[src/rtl/dma_pkg.sv]
// rtl/dma_pkg.sv - shared types, constants and helpers for the DMA ring writer
//
// Purpose: FSM state encoding, the 4 KB AXI boundary constant and the
// min / clog2 helpers used by dma_ring_writer.
// Ports: none (package).

package dma_pkg;

  typedef enum logic [2:0] {
    ST_IDLE,
    ST_PREP1,
    ST_PREP2,
    ST_WAIT_FIFO,
    ST_BURST,
    ST_DRAIN,
    ST_DONE
  } dma_state_e;

  localparam int unsigned BOUNDARY_BYTES = 4096;
  localparam logic [1:0]  AXI_BURST_INCR = 2'b01;

  function automatic int unsigned min_u(input int unsigned a, input int unsigned b);
    return (a < b) ? a : b;
  endfunction

  function automatic int unsigned clog2_u(input int unsigned v);
    int unsigned r;
    r = 0;
    for (int i = 0; i < 32; i++) begin
      if ((32'd1 << i) < v) r = i + 1;
    end
    return r;
  endfunction

endpackage

[src/rtl/stream_buf_v.sv]
// rtl/stream_buf_v.sv - two-entry skid buffer with fully registered outputs
//
// Purpose: breaks the ready/valid timing path of a stream; in_tready comes
// straight from a flop and the output side is a register.
// Ports:
//   clk, rst              clock, synchronous active-high reset (flushes)
//   in_tvalid/in_tready   upstream handshake, in_tdata payload
//   out_tvalid/out_tready downstream handshake, out_tdata payload
//   empty                 high when neither entry holds data

module stream_buf_v #(
  parameter int Width = 8
) (
  input  logic             clk,
  input  logic             rst,
  input  logic             in_tvalid,
  output logic             in_tready,
  input  logic [Width-1:0] in_tdata,
  output logic             out_tvalid,
  input  logic             out_tready,
  output logic [Width-1:0] out_tdata,
  output logic             empty
);

  logic             skid_valid;
  logic [Width-1:0] skid_data;

  // Upstream may push whenever the overflow entry is free.
  assign in_tready = !skid_valid;
  assign empty     = !out_tvalid && !skid_valid;

  always_ff @(posedge clk) begin
    if (rst) begin
      out_tvalid <= 1'b0;
      skid_valid <= 1'b0;
      out_tdata  <= '0;
      skid_data  <= '0;
    end else if (!out_tvalid || out_tready) begin
      // Output slot frees up: refill from the skid entry first to keep order.
      if (skid_valid) begin
        out_tdata  <= skid_data;
        out_tvalid <= 1'b1;
        skid_valid <= 1'b0;
      end else begin
        out_tdata  <= in_tdata;
        out_tvalid <= in_tvalid;
      end
    end else if (in_tvalid && in_tready) begin
      // Output stalled: park the accepted word.
      skid_data  <= in_tdata;
      skid_valid <= 1'b1;
    end
  end

endmodule

[src/rtl/dma_ring_writer.sv]
// rtl/dma_ring_writer.sv - streams input words into a memory buffer over AXI4 write bursts
//
// Purpose: writes din words to [cfg_base, cfg_base + cfg_len words), split
// into bursts that never cross 4 KB, optionally wrapping back to the base
// (ring mode) until a graceful stop.
// Ports:
//   clk, rst                         clock, synchronous active-high reset
//   cfg_base/len/burst/ring/valid    run configuration and start request
//   cfg_stop                         graceful stop request
//   cfg_busy/done/wraps/err          status: not idle, completion pulse,
//                                    saturating wrap count, sticky bresp
//   din_valid/ready/data/fifo_used   input stream and upstream FIFO level
//   mst_aw*, mst_w*, mst_b*          AXI4 write master channels

module dma_ring_writer
  import dma_pkg::*;
#(
  parameter int DataBits       = 64,
  parameter int AddrBits       = 32,
  parameter int LengthBits     = 20,
  parameter int FifoUsedBits   = 10,
  parameter int MaxOutstanding = 4
) (
  input  logic                    clk,
  input  logic                    rst,
  input  logic [AddrBits-1:0]     cfg_base,
  input  logic [LengthBits-1:0]   cfg_len,
  input  logic [8:0]              cfg_burst,
  input  logic                    cfg_ring,
  input  logic                    cfg_valid,
  input  logic                    cfg_stop,
  output logic                    cfg_busy,
  output logic                    cfg_done,
  output logic [15:0]             cfg_wraps,
  output logic [1:0]              cfg_err,
  input  logic                    din_valid,
  output logic                    din_ready,
  input  logic [DataBits-1:0]     din_data,
  input  logic [FifoUsedBits-1:0] din_fifo_used,
  output logic                    mst_awvalid,
  input  logic                    mst_awready,
  output logic [AddrBits-1:0]     mst_awaddr,
  output logic [7:0]              mst_awlen,
  output logic [2:0]              mst_awsize,
  output logic [1:0]              mst_awburst,
  output logic                    mst_wvalid,
  input  logic                    mst_wready,
  output logic [DataBits-1:0]     mst_wdata,
  output logic [DataBits/8-1:0]   mst_wstrb,
  output logic                    mst_wlast,
  input  logic                    mst_bvalid,
  output logic                    mst_bready,
  input  logic [1:0]              mst_bresp
);

  localparam int StrbBits  = DataBits / 8;
  localparam int ByteShift = clog2_u(StrbBits);
  localparam int OutBits   = clog2_u(MaxOutstanding + 1);

  dma_state_e            state;
  logic [AddrBits-1:0]   base_r;
  logic [AddrBits-1:0]   addr;
  logic [LengthBits-1:0] len_r;
  logic [LengthBits-1:0] remain;
  logic [LengthBits-1:0] seg_len;
  logic [12:0]           words_to_4k;
  logic [8:0]            burst_cfg_r;
  logic [8:0]            burst_len;
  logic [8:0]            beat_cnt;
  logic                  ring_r;
  logic                  stop_pending;
  logic [OutBits-1:0]    outstanding;

  logic stop_req;
  logic aw_ok;
  logic aw_issue;
  logic b_fire;
  logic din_fire;
  logic last_beat;
  logic buf_in_ready;
  logic buf_empty;

  assign stop_req  = stop_pending || cfg_stop;
  assign aw_ok     = (32'(din_fifo_used) >= 32'(burst_len))
                  && (32'(outstanding) < 32'(MaxOutstanding))
                  && (!mst_awvalid || mst_awready);
  assign aw_issue  = (state == ST_WAIT_FIFO) && !stop_req && aw_ok;
  // Responses arriving after a reset have no matching burst; swallow them.
  assign b_fire    = mst_bvalid && (outstanding != '0);
  assign din_ready = (state == ST_BURST) && buf_in_ready;
  assign din_fire  = din_valid && din_ready;
  assign last_beat = (beat_cnt == burst_len - 9'd1);

  assign cfg_busy    = (state != ST_IDLE);
  assign mst_awsize  = 3'(ByteShift);
  assign mst_awburst = AXI_BURST_INCR;
  assign mst_wstrb   = '1;
  assign mst_bready  = 1'b1;

  stream_buf_v #(
    .Width(DataBits + 1)
  ) u_wbuf (
    .clk       (clk),
    .rst       (rst),
    .in_tvalid (din_valid && (state == ST_BURST)),
    .in_tready (buf_in_ready),
    .in_tdata  ({last_beat, din_data}),
    .out_tvalid(mst_wvalid),
    .out_tready(mst_wready),
    .out_tdata ({mst_wlast, mst_wdata}),
    .empty     (buf_empty)
  );

  always_ff @(posedge clk) begin
    if (rst) begin
      state        <= ST_IDLE;
      mst_awvalid  <= 1'b0;
      mst_awaddr   <= '0;
      mst_awlen    <= '0;
      cfg_done     <= 1'b0;
      cfg_err      <= 2'b00;
      cfg_wraps    <= '0;
      outstanding  <= '0;
      remain       <= '0;
      stop_pending <= 1'b0;
      base_r       <= '0;
      addr         <= '0;
      len_r        <= '0;
      seg_len      <= '0;
      words_to_4k  <= '0;
      burst_cfg_r  <= '0;
      burst_len    <= '0;
      beat_cnt     <= '0;
      ring_r       <= 1'b0;
    end else begin
      cfg_done <= 1'b0;

      // AW stays asserted with stable fields until accepted.
      if (mst_awvalid && mst_awready) mst_awvalid <= 1'b0;
      if (aw_issue) begin
        mst_awvalid <= 1'b1;
        mst_awaddr  <= addr;
        mst_awlen   <= 8'(burst_len - 9'd1);
      end

      case ({aw_issue, b_fire})
        2'b10:   outstanding <= outstanding + OutBits'(1);
        2'b01:   outstanding <= outstanding - OutBits'(1);
        default: outstanding <= outstanding;
      endcase

      if (state == ST_IDLE && cfg_valid) cfg_err <= 2'b00;
      else if (b_fire && mst_bresp != 2'b00 && cfg_err == 2'b00) cfg_err <= mst_bresp;

      if (state == ST_DONE) stop_pending <= 1'b0;
      else if (cfg_stop && state != ST_IDLE) stop_pending <= 1'b1;

      case (state)
        ST_IDLE: begin
          if (cfg_valid) begin
            base_r      <= cfg_base;
            addr        <= cfg_base;
            len_r       <= cfg_len;
            remain      <= cfg_len;
            burst_cfg_r <= cfg_burst;
            ring_r      <= cfg_ring;
            state       <= (cfg_len == '0) ? ST_DONE : ST_PREP1;
          end
        end
        ST_PREP1: begin
          seg_len     <= LengthBits'(min_u(32'(remain), 32'(burst_cfg_r)));
          words_to_4k <= 13'((BOUNDARY_BYTES - 32'(addr[11:0])) >> ByteShift);
          state       <= ST_PREP2;
        end
        ST_PREP2: begin
          burst_len <= 9'(min_u(32'(seg_len), 32'(words_to_4k)));
          state     <= ST_WAIT_FIFO;
        end
        ST_WAIT_FIFO: begin
          if (stop_req) begin
            state <= ST_DRAIN;
          end else if (aw_ok) begin
            beat_cnt <= '0;
            state    <= ST_BURST;
          end
        end
        ST_BURST: begin
          if (din_fire) begin
            addr     <= addr + AddrBits'(StrbBits);
            remain   <= remain - LengthBits'(1);
            beat_cnt <= beat_cnt + 9'd1;
            if (last_beat) begin
              if (stop_req) begin
                state <= ST_DRAIN;
              end else if (remain != LengthBits'(1)) begin
                state <= ST_PREP1;
              end else if (ring_r) begin
                addr   <= base_r;
                remain <= len_r;
                if (cfg_wraps != 16'hFFFF) cfg_wraps <= cfg_wraps + 16'd1;
                state  <= ST_PREP1;
              end else begin
                state <= ST_DRAIN;
              end
            end
          end
        end
        ST_DRAIN: begin
          if (outstanding == '0 && buf_empty) begin
            cfg_done <= 1'b1;
            state    <= ST_DONE;
          end
        end
        ST_DONE: begin
          state <= ST_IDLE;
        end
        default: state <= ST_IDLE;
      endcase
    end
  end

endmodule

[config.mk]
export PLATFORM = sky130hd
export DESIGN_NAME = dma_ring_writer
export DESIGN_NICKNAME = d
export VERILOG_FILES = /design/src/rtl/dma_pkg.sv /design/src/rtl/stream_buf_v.sv /design/src/rtl/dma_ring_writer.sv
export SDC_FILE = /design/constraint.sdc
export NUM_CORES = 1
export LEC_CHECK = 0
export BUFFER_PORTS_ARGS = -buffer_cell sky130_fd_sc_hd__buf_4
export CORE_MARGIN = 2
export CORE_UTILIZATION = 55
export CTS_CLUSTER_SIZE = 40
export DETAILED_ROUTE_END_ITERATION = 8
export PLACE_DENSITY = 0.89
export SYNTH_ARGS = -nofsm -noshare
export SYNTH_HDL_FRONTEND = slang
export SYNTH_HIERARCHICAL = 1
export SYNTH_SLANG_ARGS = --single-unit
[constraint.sdc]
create_clock -name clk -period 4.6 [get_ports clk]
set_input_delay 0.46 -clock clk [delete_from_list [all_inputs] [get_ports clk]]
set_output_delay 0.46 -clock clk [all_outputs]
set_load 0.005 [all_outputs]
## Yosys cells after proc, flatten, opt, wreduce, memory -nomap -nowiden

Cells that the tools add are included.

- Register bits: 362
- Input port bits: 146
- Word-level logic and storage cells: 138

- Add/subtract/negate cells: 8
- Order comparisons: 4
- Eq/ne operators: 18
- Multiplexer cells: 37
- Bitwise logic cells: 4
- Reduce and logical (&&, ||, !) cells: 44

Operators with widths:

| operator | number |
|---|---|
| $mux 32 | 6 |
| $mux 20 | 7 |
| $mux 65 | 1 |
| $pmux 32 s2 | 1 |
| $pmux 20 s2 | 1 |
| $mux 9 | 4 |
| $add 32x4->32 const B | 1 |
| $mux 3 | 10 |
| $logic_not 20->1 | 1 |
| $lt 20x13->1 | 1 |
| $lt 20x9->1 | 1 |
| $ne 20x1->1 const B | 1 |
| $sub 20x1->20 const B | 1 |
| $pmux 3 s6 | 1 |
| $pmux 9 s2 | 1 |
| $add 16x1->16 const B | 1 |
| $logic_and 1x1->1 | 16 |
| $ne 16x16->1 const B | 1 |
| $sub 13x12->14 const A | 1 |
| $ne 2x2->1 const B | 6 |
| $ge 10x9->1 | 1 |
| $reduce_bool 2->1 | 5 |
| $add 9x1->9 const B | 1 |
| $eq 3x3->1 const B | 3 |
| other kinds (24) | 42 |

## Depth between registers and ports, before layout

Gate-level depths: netlist of run 1.

- Depth in word-level cells: 7
- Gate-level depth with buffers: 18

## Cells and area by module

Netlist of run 1, hierarchy kept.

Modules (own cells, without submodules):

| module | instances | cells an instance | area each (sq um) | sequential area each (sq um) |
|---|---|---|---|---|
| dma_ring_writer | 1 | 1,489 | 11,748.8 | 4,584.4 |
| stream_buf_v | 1 | 587 | 6,140.9 | 2,642.5 |

## Worst setup path before layout of run 1

No wires, ideal clock.

- Path kind: register -> register
- From: register burst_len[3]
- To: register outstanding[2]
- Arrival: 3,469 ps
- Data required time: 4,530 ps
- Slack: 1,061 ps
- Cell stages (with the launch flop): 19
- Buffers on the path: 3
- Clock period less this slack: 3,539 ps
- Cell sequence: dfxtp_1 > buf_2 > inv_1 > ha_1 > a211oi_1 > nand2_1 > a31oi_1 > o21ai_0 > a211o_1 > and3_1 > clkbuf_1 > inv_1 > clkbuf_1 > ha_1 > inv_1 > fa_1 > xor2_1 > or3_1 > a21oi_1

- Longest elaborated chain between the ends: 6
- Elaborated cells between the ends (all ways): 8
- Classes of those cells: 1 x order compare; 2 x eq/ne; 1 x mux; 4 x reduce/logical

Ends and longest elaborated chain:

| element | RTL line | text |
|---|---|---|
| start, declared | dma_ring_writer.sv:68 | `logic [8:0] burst_len;` |
| start signal, assigned | dma_ring_writer.sv:176 | `burst_len <= 9'(min_u(32'(seg_len), 32'(words_to_4k)));` |
| $ge 10x9->1 (*) | dma_ring_writer.sv:84 | `assign aw_ok = (32'(din_fifo_used) >= 32'(burst_len))` |
| $logic_and 1x1->1 (*) | dma_ring_writer.sv:85 | `&& (32'(outstanding) < 32'(MaxOutstanding))` |
| $logic_and 1x1->1 (*) | dma_ring_writer.sv:86 | `&& (!mst_awvalid \|\| mst_awready);` |
| $logic_and 1x1->1 (*) | dma_ring_writer.sv:87 | `assign aw_issue = (state == ST_WAIT_FIFO) && !stop_req && aw_ok;` |
| $eq 2x1->1 or $eq 2x2->1 (tied branches) | dma_ring_writer.sv:146 | `case ({aw_issue, b_fire})` |
| $pmux 3 s2 or $reduce_bool 2->1 (tied branches) | - |  |
| end signal, assigned | dma_ring_writer.sv:147 | `2'b10: outstanding <= outstanding + OutBits'(1);` |
| end signal, assigned | dma_ring_writer.sv:148 | `2'b01: outstanding <= outstanding - OutBits'(1);` |
| end signal, assigned | dma_ring_writer.sv:149 | `default: outstanding <= outstanding;` |
| end, declared | dma_ring_writer.sv:72 | `logic [OutBits-1:0] outstanding;` |

Every way passes the cells marked *; elsewhere a longest branch is shown, timed or not.
A chain may end at the register's enable or synchronous reset.

## Worst setup path after layout of run 1

- From: register burst_len[0]
- To: register cfg_wraps[12]

- Longest elaborated chain between the ends: 3

Ends and longest elaborated chain:

| element | RTL line | text |
|---|---|---|
| $sub 9x1->9 | - |  |
| $eq 9x9->1 | dma_ring_writer.sv:92 | `assign last_beat = (beat_cnt == burst_len - 9'd1);` |
| $reduce_and 7->1 (no source line) | - |  |
| end signal, assigned | dma_ring_writer.sv:200 | `if (cfg_wraps != 16'hFFFF) cfg_wraps <= cfg_wraps + 16'd1;` |
| end, declared | dma_ring_writer.sv:34 | `output logic [15:0] cfg_wraps,` |

No other way between the ends.

==> PnR_summary.wiki, run 1 <==
{| class="wikitable"
! Metric !! Value
|-
| Wire length of the first global-routing pass || between 70 and 80 mm
|-
| Clk Tree Root Cell || clkbuf_16
|-
| Setup repair after global routing missed its margin || false
|-
| Die extent in x || 184 um
|-
| Standard-cell rows || 66
|-
| Routed WL per cell || ~18 um
|-
| Area growth syn-to-layout || 18.5%
|-
| Share of synthesized area occupied by flip-flops and latches || 40.4%
|-
| Clock input transition at the sequential cells of the worst setup and hold paths || roughly 0.060 ns
|-
| Combinational family with the most area after synthesis || simple AND/OR/NAND/NOR gates
|-
| Floorplan die area || 34000 um2
|-
| Antenna violations before repair || 0
|-
| Antenna cells || 0
|-
| Ports placed on the boundary || 288
|-
| Detailed-route DRC error count || 0
|-
| Number of global-route vias before repair || roughly 15000
|-
| Static leakage || 7.97 nW
|-
| Multiplexer share of the synthesized area || 8.68%
|-
| R2R depth || 10
|-
| Initial DRC count || ~1100
|-
| Share of flip-flops with an asynchronous set or reset after synthesis || 0%
|-
| Cell area after technology mapping || 17900 um2
|-
| Leading post-synthesis cells by cell area || dfxtp_1 (40%), mux2i_1 (8.6%), nand2_1 (6.4%)
|-
| Minimum setup slack after placement || approximately 0.95 ns
|-
| Number of library cell types mapped by synthesis || 60
|-
| Area fraction in and, or, nand and nor cells after synthesis || 22.3%
|-
| Proportion of total power due to net switching || 35.9%
|-
| Most repeated cell in the gate-level netlist after synthesis || dfxtp_1
|-
| Layout fillers || 2487
|-
| Vert. Die Dim || approximately 180 um
|-
| Critical Path Source Type || flip-flop
|-
| TritonCTS clock tree || built
|-
| Min-delay worst type || input port to flip-flop
|-
| Library cell occupying the most area in the post-synthesis netlist || dfxtp_1
|-
| Fin crit share || 81.4%
|-
| Port Buffer Count || 273
|-
| Kind of end point of the critical path || flip-flop
|-
| Fin Clk Skew || 0.0192 ns
|-
| Post-synthesis adder-cell area fraction || 2.49%
|-
| Part of the power in the clock network || 30.4%
|-
| Final WL || between 40 and 50 mm
|-
| Power density over cell area || ~530 nW/um2
|-
| Summed negative setup slack over all endpoints || 0 ns
|-
| Sequential fraction of design power || 37.4%
|-
| Post-Synth XOR/XNOR Area || between 3 and 4%
|-
| Endpoint of the lowest-slack register-to-register path || cfg_wraps[12]
|-
| Peak fanout along the critical path || 14
|-
| Number of hold violations in the final report || 0
|-
| Internal reg-to-reg setup slack || approximately 0.86 ns
|-
| Detailed placement HPWL || 31.3 mm
|-
| Peak supply drop || around 0.40 mV
|-
| GP Congestion || 0.885
|-
| Setup violation total in the final timing report || 0
|-
| Max-slew violations || 0
|-
| Gate Count Post-Synth || a little over 2000
|-
| # H-tree levels || 2
|-
| Placed insts || roughly 2600
|-
| Global route total overflow || 0
|-
| Post-route antenna net violation count || 0
|-
| Timing-limited maximum frequency || 267 MHz
|-
| CP Data Arrival Time || 4.20 ns
|-
| Starting density of the core || 55.4%
|-
| Share of the synthesized area in compound gates (AO/OA/AOI/OAI) || 15.9%
|-
| Reg-to-reg startpoint || burst_len[0]
|-
| Postcts setup bufs || 0
|-
| GRT Overall Usage || 27.0%
|-
| Maximum buffer depth of the clock tree || 3
|-
| Fraction of power consumed by combinational cells || 32.2%
|-
| Number of storage elements in the synthesis netlist || 361
|-
| Area of the placeable core || 32300 um2
|-
| Fraction of final layout cells with drive strength greater than 1 || 18.0%
|-
| Warnings from Yosys || 6
|-
| Number of violations of the max-capacitance limit || 0
|-
| Net count, final || 2420
|-
| Critical path origin || burst_len[0]
|-
| Number of detailed-routing iterations run before antenna repair || 5
|-
| Area share of the leading cell type in the synthesized netlist || 40.4%
|-
| CTS Buf Count || 40
|-
| Post-CTS Resized || 0
|-
| Outcome || completed
|-
| Internal power || a little over 7 mW
|-
| Critical Path End || cfg_wraps[12]
|-
| Period minus WS final || 3.74 ns
|-
| Leading cell types by count after synthesis || dfxtp_1 (361), nand2_1 (307), a21oi_1 (173)
|-
| Net switching power of the design || 4.03 mW
|-
| Post-synth EDFFs || 0
|-
| Slew at the pin with the worst max-slew slack || between 1 and 1.5 ns
|-
| Final setup margin || 0.855 ns
|-
| Multi-input gate area in the final layout || 9620 um2
|-
| Sequential cell area in the final layout || 7230 um2
|-
| Post-Synthesis Mean Instance Area || 8.62 um2
|-
| Dominant synthesized flop cell || dfxtp_1
|-
| Total via count in the routed design || 15700
|-
| Post-layout instance count excluding filler cells || 2705
|-
| Largest net degree at the start of global routing || 131
|-
| Clock insertion delay at the later pin of the skew report || 0.53 ns
|-
| Tightest slew margin relative to the limit || 21.6%
|-
| Number of clock sinks || 361
|-
| Vias per cell || 5.82
|-
| Hold buffers post-CTS || 0
|-
| Critical path data required time || ~5.1 ns
|-
| Worst Setup Path Type || flip-flop to flip-flop
|}
## final cells by class
class / instances / area share [%]
sequential: 361 / 34.1
multi-input combinational: 1496 / 45.4
tap: 442 / 2.61
clock inverter: 16 / 1.27
inverter: 46 / 0.814
clock buffer: 50 / 5.28
timing repair buffer: 294 / 10.6
## stage by stage
step | util (%) | instance area (um2) | hold WS (ns) | total power [mW]
2_1_floorplan | - | 17900 | 0.420 | 6.79
3_5_place_dp | 61.4 | 19800 | 0.448 | 7.76
6_report | 65.7 | 21200 | 0.181 | 11.2
4_1_cts | 65.7 | 21200 | 0.166 | 11.2
5_1_grt | 65.7 | 21200 | 0.171 | 11.8
3_3_place_gp | 61.4 | 19800 | 0.435 | 7.59
## layout by cell type (no fill, tap or decap), types with 14 or more instances in the layout
cell / n
dfxtp_1: 359
nand2_1: 305
buf_4: 291
a21oi_1: 173
mux2i_1: 154
nand2b_1: 137
nor2_1: 101
a211oi_1: 95
nor3b_1: 66
inv_1: 46
xor2_1: 46
o211ai_1: 45
clkbuf_16: 41
nor3_1: 38
nand3_1: 35
xnor2_1: 34
ha_1: 34
a211oi_2: 32
nand4_1: 22
nor4_1: 18
o21ai_0: 17
conb_1: 14
## worst max-delay path: stages, from the launching register on
cell and delay (ns):
dfxtp_1 0.51, inv_1 0.12, ha_1 0.31, o21bai_1 0.20, a311o_1 0.37, o41ai_1 0.07
a211oi_1 0.25, nor4_4 0.70, nand4_1 0.52, or3_1 0.48, a21oi_1 0.15
## metal layers
| layer | wire, um | GRT usage (%) | vias up |
|---|---|---|---|
| met5 | 0 | 0 | - |
| met4 | 1500 | 9.92 | 0 |
| met3 | 3620 | 4.96 | 112 |
| met2 | 23100 | 46.3 | 622 |
| met1 | 19600 | 33.8 | 7492 |
| li1 | - | - | 7517 |
## power groups by stage
| stage | registers, mW | logic, mW | clock network [mW] |
|---|---|---|---|
| after floorplan | 3.96 | 2.83 | 0 |
| after global placement | 4.20 | 3.39 | 0 |
| after detailed placement | 4.24 | 3.53 | 0 |
| after CTS | 4.18 | 3.58 | 3.45 |
| after global routing | 4.26 | 4.00 | 3.57 |
| final | 4.20 | 3.62 | 3.41 |
## sequential cells by signal, summed over array words and instances (netlist names), 8 cells and up
| signal | cells |
|---|---|
| addr | 32 |
| base_r | 32 |
| beat_cnt | 9 |
| burst_cfg_r | 9 |
| burst_len | 9 |
| cfg_wraps | 16 |
| len_r | 20 |
| mst_awaddr | 32 |
| mst_awlen | 8 |
| remain | 20 |
| seg_len | 20 |
| u_wbuf/out_tdata | 65 |
| u_wbuf/skid_data | 65 |
| words_to_4k | 10 |
## cell families (layout without fill, tap and decap cells)
logic type | after synthesis | after routing
DFF | 361 | 361
and+or+nand+nor | 793 | 793
xor gates and xnor gates | 80 | 80
buffers and inverters | 231 | 406
adders and majority gates | 35 | 35
muxes | 155 | 155
other | 2 | 14
AOI/OAI and AO/OA | 419 | 419
## how the worst min path moves through the flow
stage | slack (ns) | start | end | depth (start not counted)
4_1_cts | 0.17 | cfg_burst[2] | burst_cfg_r[2] | 3
5_1_grt | 0.17 | cfg_burst[1] | burst_cfg_r[1] | 3
6_report | 0.18 | cfg_burst[2] | burst_cfg_r[2] | 3
3_5_place_dp | 0.45 | mst_awaddr[18] | mst_awaddr[18] | 2
3_3_place_gp | 0.44 | seg_len[13] | seg_len[13] | 1
2_1_floorplan | 0.42 | seg_len[13] | seg_len[13] | 1
(Power assumes the default switching activity.)
==> inputs of run 2 (changes only) <==
--- a/config.mk
+++ b/config.mk
@@ -5,12 +5,13 @@
 export SDC_FILE = /design/constraint.sdc
 export NUM_CORES = 1
 export LEC_CHECK = 0
+export ABC_AREA = 1
 export BUFFER_PORTS_ARGS = -buffer_cell sky130_fd_sc_hd__buf_4
 export CORE_MARGIN = 2
-export CORE_UTILIZATION = 55
+export CORE_UTILIZATION = 52
 export CTS_CLUSTER_SIZE = 40
 export DETAILED_ROUTE_END_ITERATION = 8
-export PLACE_DENSITY = 0.89
+export PLACE_DENSITY = 0.88
 export SYNTH_ARGS = -nofsm -noshare
 export SYNTH_HDL_FRONTEND = slang
 export SYNTH_HIERARCHICAL = 1
==> constraint.sdc (replaced) <==
create_clock -name clk -period 3.4 [get_ports clk]
set_input_delay 0.34 -clock clk [delete_from_list [all_inputs] [get_ports clk]]
set_output_delay 0.34 -clock clk [all_outputs]
set_load 0.005 [all_outputs]
==> run 2 against run 1 <==
Wire length grew 8.4%; cell area grew 0.70%; clock-buffer cell count grew 6; synthesized cell count grew 27%; sequential share of layout area shrank 0.24 points; sequential cell count is the same; die area grew 6.5%; hold slack lost 0.11 ns; sequential power grew 31%; clock skew grew 0.0041 ns; non-clock buffer count grew 4.
==> PnR_summary.wiki, run 2 <==
{| class="wikitable"
! Metric !! Value
|-
| Total via count in the routed design || 18200
|-
| Area of the placeable core || 34400 um2
|-
| Summed negative setup slack over all endpoints || 0 ns
|-
| Fin crit share || 80.7%
|-
| Antenna cells || 0
|-
| Setup repair after global routing missed its margin || false
|-
| Fin Clk Skew || about 0.023 ns
|-
| Area share of the leading cell type in the synthesized netlist || between 40% and 50%
|-
| Max-slew violations || 0
|-
| Vert. Die Dim || 190 um
|-
| Kind of end point of the critical path || flip-flop
|-
| Post-route antenna net violation count || 0
|-
| Share of the synthesized area in compound gates (AO/OA/AOI/OAI) || approximately 18%
|-
| Static leakage || 9.16 nW
|-
| Post-Synthesis Mean Instance Area || roughly 6.8 um2
|-
| Number of library cell types mapped by synthesis || 47
|-
| Warnings from Yosys || 6
|-
| Outcome || completed
|-
| Critical path data required time || 3.81 ns
|-
| Number of hold violations in the final report || 0
|-
| Wire length of the first global-routing pass || ~84 mm
|-
| Library cell occupying the most area in the post-synthesis netlist || dfxtp_1
|-
| Most repeated cell in the gate-level netlist after synthesis || nand2_1
|-
| Power density over cell area || 688 nW/um2
|-
| Initial DRC count || 1624
|-
| Hold buffers post-CTS || 0
|-
| Final setup margin || 0.657 ns
|-
| TritonCTS clock tree || built
|-
| Timing-limited maximum frequency || 365 MHz
|-
| Standard-cell rows || 68
|-
| Die extent in x || 190 um
|-
| Floorplan die area || 36200 um2
|-
| Clock input transition at the sequential cells of the worst setup and hold paths || ~0.06 ns
|-
| Ports placed on the boundary || around 290
|-
| Final WL || 51.9 mm
|-
| Peak fanout along the critical path || 4
|-
| Commonest cells after routing, fill and taps aside || nand2_1 (424), nor2_1 (373), dfxtp_1 (360)
|-
| Slew at the pin with the worst max-slew slack || 0.957 ns
|-
| Period minus WS final || around 2.7 ns
|-
| Worst Setup Path Type || flip-flop to flip-flop
|-
| CTS Buf Count || 39
|-
| Post-Synth XOR/XNOR Area || under 10%
|-
| Number of detailed-routing iterations run before antenna repair || 6
|-
| Share of synthesized area occupied by flip-flops and latches || between 40% and 50%
|-
| Routed WL per cell || 15.7 um
|-
| Leading cell types by count after synthesis || nand2_1 (425), nor2_1 (374), dfxtp_1 (361)
|-
| Fraction of power consumed by combinational cells || 34.3%
|-
| Leading cell type in the layout, fill and taps excluded || nand2_1
|-
| Setup violation total in the final timing report || 0
|-
| Min-delay worst type || input port to flip-flop
|-
| Area growth syn-to-layout || 18.3%
|-
| Number of violations of the max-capacitance limit || 0
|-
| Cell area after technology mapping || 18000 um2
|-
| Largest net degree at the start of global routing || 97
|-
| Proportion of total power due to net switching || 38.9%
|-
| # H-tree levels || 2
|-
| Area fraction in and, or, nand and nor cells after synthesis || a little over a quarter
|-
| Detailed placement HPWL || 36.1 mm
|-
| Antenna violations before repair || 0
|-
| Global route total overflow || 0
|-
| Number of storage elements in the synthesis netlist || 361
|-
| Vias per cell || 5.49
|-
| Detailed-route DRC error count || 0
|-
| Part of the power in the clock network || 28.1%
|-
| Net count, final || roughly 3000
|-
| Post-synthesis adder-cell area fraction || 2.47%
|-
| Post-CTS Resized || 0
|-
| Post-synth EDFFs || 0
|-
| CP Data Arrival Time || around 3.2 ns
|-
| Gate Count Post-Synth || 2642
|-
| Share of flip-flops with an asynchronous set or reset after synthesis || 0%
|-
| Minimum setup slack after placement || 0.651 ns
|-
| Dominant synthesized flop cell || dfxtp_1
|-
| Number of clock sinks || 361
|-
| Number of global-route vias before repair || ~17000
|-
| Finished Cell Area || 21400 um2
|-
| Clock insertion delay at the later pin of the skew report || 0.54 ns
|-
| Internal power || ~9 mW
|-
| Sequential fraction of design power || 37.5%
|-
| Multiplexer share of the synthesized area || 0%
|-
| Clk Tree Root Cell || clkbuf_16
|-
| Critical Path Source Type || flip-flop
|-
| GP Congestion || 0.969
|-
| Tightest slew margin relative to the limit || 36.1%
|-
| Combinational family with the most area after synthesis || simple AND/OR/NAND/NOR gates
|-
| GRT Overall Usage || 27.9%
|-
| Starting density of the core || 52.5%
|-
| Net switching power of the design || 5.71 mW
|-
| Port Buffer Count || 273
|-
| Cell area reported after detailed placement || 20100 um2
|-
| Postcts setup bufs || 0
|-
| Fraction of final layout cells with drive strength greater than 1 || ~15%
|-
| Top Registers || u_wbuf/out_tdata: 65 flops, u_wbuf/skid_data: 65 flops
|-
| Leading post-synthesis cells by cell area || dfxtp_1 (40%), nand2_1 (8.8%), nor2_1 (7.8%)
|-
| Peak supply drop || approximately 0.45 mV
|-
| Maximum buffer depth of the clock tree || 3
|}
-- run 2: worst paths after layout --
path,start,end,slack (ns),cells past startpoint
setup reg to reg,burst_len[7],outstanding[2],0.66,16
hold reg to reg,seg_len[18],seg_len[18],0.44,2
hold / removal,cfg_stop,stop_pending,0.07,3
setup / recovery,burst_len[7],outstanding[2],0.66,16
-- run 2: logic make-up (layout without fill, tap and decap cells) --
group | Yosys count | in the layout
and+or+nand+nor | 1126 | 1126
AOI/OAI and AO/OA | 630 | 630
buffers and inverters | 455 | 655
DFF | 361 | 361
adders and majority gates | 35 | 35
xor gates and xnor gates | 33 | 33
other | 2 | 14
-- run 2: final cells by class --
type                    count  area, um2
clock buffers              56       1120
clock inverters            14        113
fillers                  3048      13000
inverters                 287       1080
multi-input cells        1838       8940
flip-flops and latches    361       7230
well taps                 455        569
repair buffers            298       2300
-- run 2: power groups by stage --
stage	Clock, mW	Sequential (mW)	Combinational [mW]
floorplan	0	5.38	3.71
global placement	0	5.56	4.79
detailed placement	0	5.58	4.93
CTS	4.19	5.49	4.98
global route	4.38	5.60	5.65
finish	4.13	5.51	5.04
-- run 2: per-stage QoR --
stage	util (%)	hold slack, ns	instances	power (mW)
2_1_floorplan	-	0.409	2654	9.09
3_3_place_gp	58.5	0.428	3239	10.3
3_5_place_dp	58.5	0.428	3239	10.5
4_1_cts	62.1	0.0531	3309	14.7
5_1_grt	62.1	0.0686	3309	15.6
6_report	62.1	0.0709	3309	14.7
-- run 2: layer usage --
layer / global-route usage (%) / part of all wire [%] / vias up
li1: - / - / 8935
met1: 34.9 / 41 / 8304
met2: 48.0 / 48 / 820
met3: 4.27 / 7.8 / 122
met4: 11.1 / 3.3 / 0
met5: 0 / 0 / -
-- run 2: worst max-delay path, cell delays in order, from the launching register on --
cell	delay, ns
dfxtp_1	0.38
inv_1	0.09
ha_1	0.29
nand2_1	0.08
inv_1	0.04
o21ai_0	0.13
nand2_1	0.06
nor2_1	0.09
nand3_1	0.15
nand3_1	0.16
ha_1	0.16
inv_1	0.07
fa_1	0.38
a21oi_1	0.15
o21ai_0	0.13
o21ai_0	0.21
a21oi_1	0.06
==> inputs of run 3 (changes only) <==
--- a/config.mk
+++ b/config.mk
@@ -5,7 +5,7 @@
 export SDC_FILE = /design/constraint.sdc
 export NUM_CORES = 1
 export LEC_CHECK = 0
-export ABC_AREA = 1
+export ABC_AREA = 0
 export BUFFER_PORTS_ARGS = -buffer_cell sky130_fd_sc_hd__buf_4
 export CORE_MARGIN = 2
 export CORE_UTILIZATION = 52
==> constraint.sdc (replaced) <==
create_clock -name clk -period 2.45 [get_ports clk]
set_input_delay 0.245 -clock clk [delete_from_list [all_inputs] [get_ports clk]]
set_output_delay 0.245 -clock clk [all_outputs]
set_load 0.005 [all_outputs]
==> run 3 against run 2 <==
The flow now finishes with violations (negative setup slack); total power is 56% higher; register-to-register slack got worse by 1.2 ns; sequential cell count unchanged; cell count fell by 12%; clock-buffer cell count increased by 2; sequential power up 38%; cell area up 10%; critical endpoint is now cfg_wraps[12]; largest cell class unchanged.
==> PnR_summary.wiki, run 3 (synthesis results as in run 1) <==
{| class="wikitable"
! Metric !! Value
|-
| Worst hold path stage count || 3
|-
| Fraction of final layout cells with drive strength greater than 1 || 24.7%
|-
| Top Registers || u_wbuf/out_tdata: 65 flops, u_wbuf/skid_data: 65 flops
|-
| Final setup margin || -0.521 ns
|-
| Starting density of the core || 53.1%
|-
| Worst hold slack || 0.0150 ns
|-
| Number of clock sinks || 361
|-
| Static leakage || 9.06 nW
|-
| Period minus WS final || 2.97 ns
|-
| Global route total overflow || 0
|-
| Area growth syn-to-layout || 31.3%
|-
| Detailed placement HPWL || about 34 mm
|-
| Peak fanout along the critical path || 5
|-
| Critical path data required time || ~2.9 ns
|-
| Min-Delay Startpoint || cfg_len[12]
|-
| CP Data Arrival Time || around 3.4 ns
|-
| Clock input transition at the sequential cells of the worst setup and hold paths || 0.06 ns
|-
| Setup repair after global routing missed its margin || true
|-
| Kind of end point of the critical path || flip-flop
|-
| Internal reg-to-reg setup slack || -0.52 ns
|-
| Net count, final || 2615
|-
| Leading cell type in the layout, fill and taps excluded || buf_4
|-
| Port Buffer Count || 273
|-
| Routed WL per cell || 18.9 um
|-
| Fin Clk Skew || approximately 0.028 ns
|-
| Slew at the pin with the worst max-slew slack || 0.771 ns
|-
| Part of the power in the clock network || 26.9%
|-
| Peak supply drop || approximately 0.7 mV
|-
| Power density over cell area || 973 nW/um2
|-
| Commonest cells after routing, fill and taps aside || buf_4 (389), dfxtp_1 (353), nand2_1 (292)
|-
| Number of detailed-routing iterations run before antenna repair || 6
|-
| Post-route antenna net violation count || 0
|-
| Clk Tree Root Cell || clkbuf_16
|-
| Vias per cell || roughly 6
|-
| Total via count in the routed design || 17200
|-
| Number of global-route vias before repair || 16700
|-
| Reg-to-reg startpoint || burst_len[1]
|-
| Internal power || between 10 and 15 mW
|-
| GRT Overall Usage || 28.3%
|-
| Final Power || 22.9 mW
|-
| Summed negative setup slack over all endpoints || -28.47 ns
|-
| Largest net degree at the start of global routing || 105
|-
| Worst Hold Path EP || remain[12]
|-
| Critical Path Source Type || flip-flop
|-
| Detailed-route DRC error count || 0
|-
| Fin crit share || 121%
|-
| Worst Setup Path Type || flip-flop to flip-flop
|-
| Number of violations of the max-capacitance limit || 0
|-
| Antenna cells || 0
|-
| Standard-cell rows || 67
|-
| Final WL || 55.1 mm
|-
| Sequential fraction of design power || 33.2%
|-
| Setup violation total in the final timing report || 74
|-
| Ports placed on the boundary || 288
|-
| Endpoint of the lowest-slack register-to-register path || cfg_wraps[12]
|-
| Floorplan die area || 35900 um2
|-
| Number of hold violations in the final report || 0
|-
| Utilization after layout || 69.7%
|-
| Clock insertion delay at the later pin of the skew report || between 0.5 and 0.6 ns
|-
| Net switching power of the design || 8.34 mW
|-
| Max-slew violations || 0
|-
| R2R depth || 12
|-
| # H-tree levels || 2
|-
| Tightest slew margin relative to the limit || 48.6%
|-
| Timing-limited maximum frequency || 337 MHz
|-
| Wire length of the first global-routing pass || 83.9 mm
|-
| CTS Buf Count || 39
|-
| GP Congestion || around 0.91
|-
| Failing checks || negative setup slack
|-
| Area of the placeable core || 33700 um2
|-
| Initial DRC count || 1662
|-
| Vert. Die Dim || 189 um
|-
| Maximum buffer depth of the clock tree || 3
|-
| Die extent in x || 189 um
|-
| Outcome || complete, but fails checks
|-
| Antenna violations before repair || 0
|-
| Fraction of power consumed by combinational cells || 39.9%
|-
| Proportion of total power due to net switching || 36.5%
|-
| Min-delay worst type || input port to flip-flop
|-
| TritonCTS clock tree || built
|}
## run 3: cell types whose count changed in the layout (fill, tap and decap cells not counted), moves of 89 or more
cell,delta
nor2_1,-272
o21ai_0,-259
inv_1,-230
nand3_1,-155
mux2i_1,+147
nand2b_1,+136
nand2_1,-132
a21oi_1,-102
buf_4,+96
a211oi_1,+89
## run 3: metrics by stage
| step | setup WS (ns) | instances | cell area (um2) |
|---|---|---|---|
| floorplan | -0.519 | 2088 | 18100 |
| global placement | -0.459 | 2748 | 20700 |
| detailed placement | -0.554 | 2748 | 20700 |
| CTS | -0.455 | 2899 | 23200 |
| global route | -0.639 | 2910 | 23500 |
| finish | -0.521 | 2910 | 23500 |
## run 3: layout make-up
type	instances	area, um2
clock buffers	58	1170
clock inverters	11	169
inverters	46	180
multi-input cells	1496	10000
well taps	448	561
flip-flops and latches	361	7250
fillers	2288	10200
repair buffers	490	4170
## run 3: what timing repair did
action / 4_1_cts / 5_1_grt
buffers inserted: 12 / 9
cloned: 4 / 4
endpoints found under the hold margin: 68 / 0
gates resized for setup: 61 / 52
endpoints found under the setup margin: 110 / 126
pin swaps: 13 / 13
hold buffers: 67 / 0
## run 3: worst max-delay path, stage by stage, from the launching register on
cell and delay, ns:
dfxtp_2 0.33, buf_6 0.11, or3_4 0.39, o31ai_2 0.19, nand4_1 0.14, a311o_1 0.32
buf_4 0.15, buf_6 0.11, nor4_4 0.28, nand4_1 0.23, buf_4 0.21, or3_1 0.34
a21oi_1 0.14
## run 3: power groups by stage
stage | Sequential [mW] | Clock, mW | Combinational (mW)
after floorplan | 7.44 | 0 | 5.41
final | 7.60 | 6.14 | 9.12
after global routing | 7.68 | 6.43 | 9.79
after global placement | 7.56 | 0 | 7.66
after CTS | 7.52 | 6.18 | 8.42
after detailed placement | 7.62 | 0 | 7.95
## run 3: worst max path at each step
stage / from / endpoint / slack [ns] / cells after the start
5_1_grt: burst_len[1] / cfg_wraps[12] / -0.64 / 14
2_1_floorplan: burst_len[3] / outstanding[2] / -0.52 / 18
3_5_place_dp: din_fifo_used[0] / outstanding[2] / -0.55 / 16
6_report: burst_len[1] / cfg_wraps[12] / -0.52 / 12
3_3_place_gp: din_fifo_used[0] / outstanding[2] / -0.46 / 16
4_1_cts: burst_len[1] / remain[11] / -0.45 / 11
## run 3: metal layers
layer | GRT usage (%) | wire [um]
met5 | 0 | 0
met3 | 4.82 | 4510
met4 | 11.5 | 2310
met2 | 50.3 | 27100
met1 | 33.8 | 21200
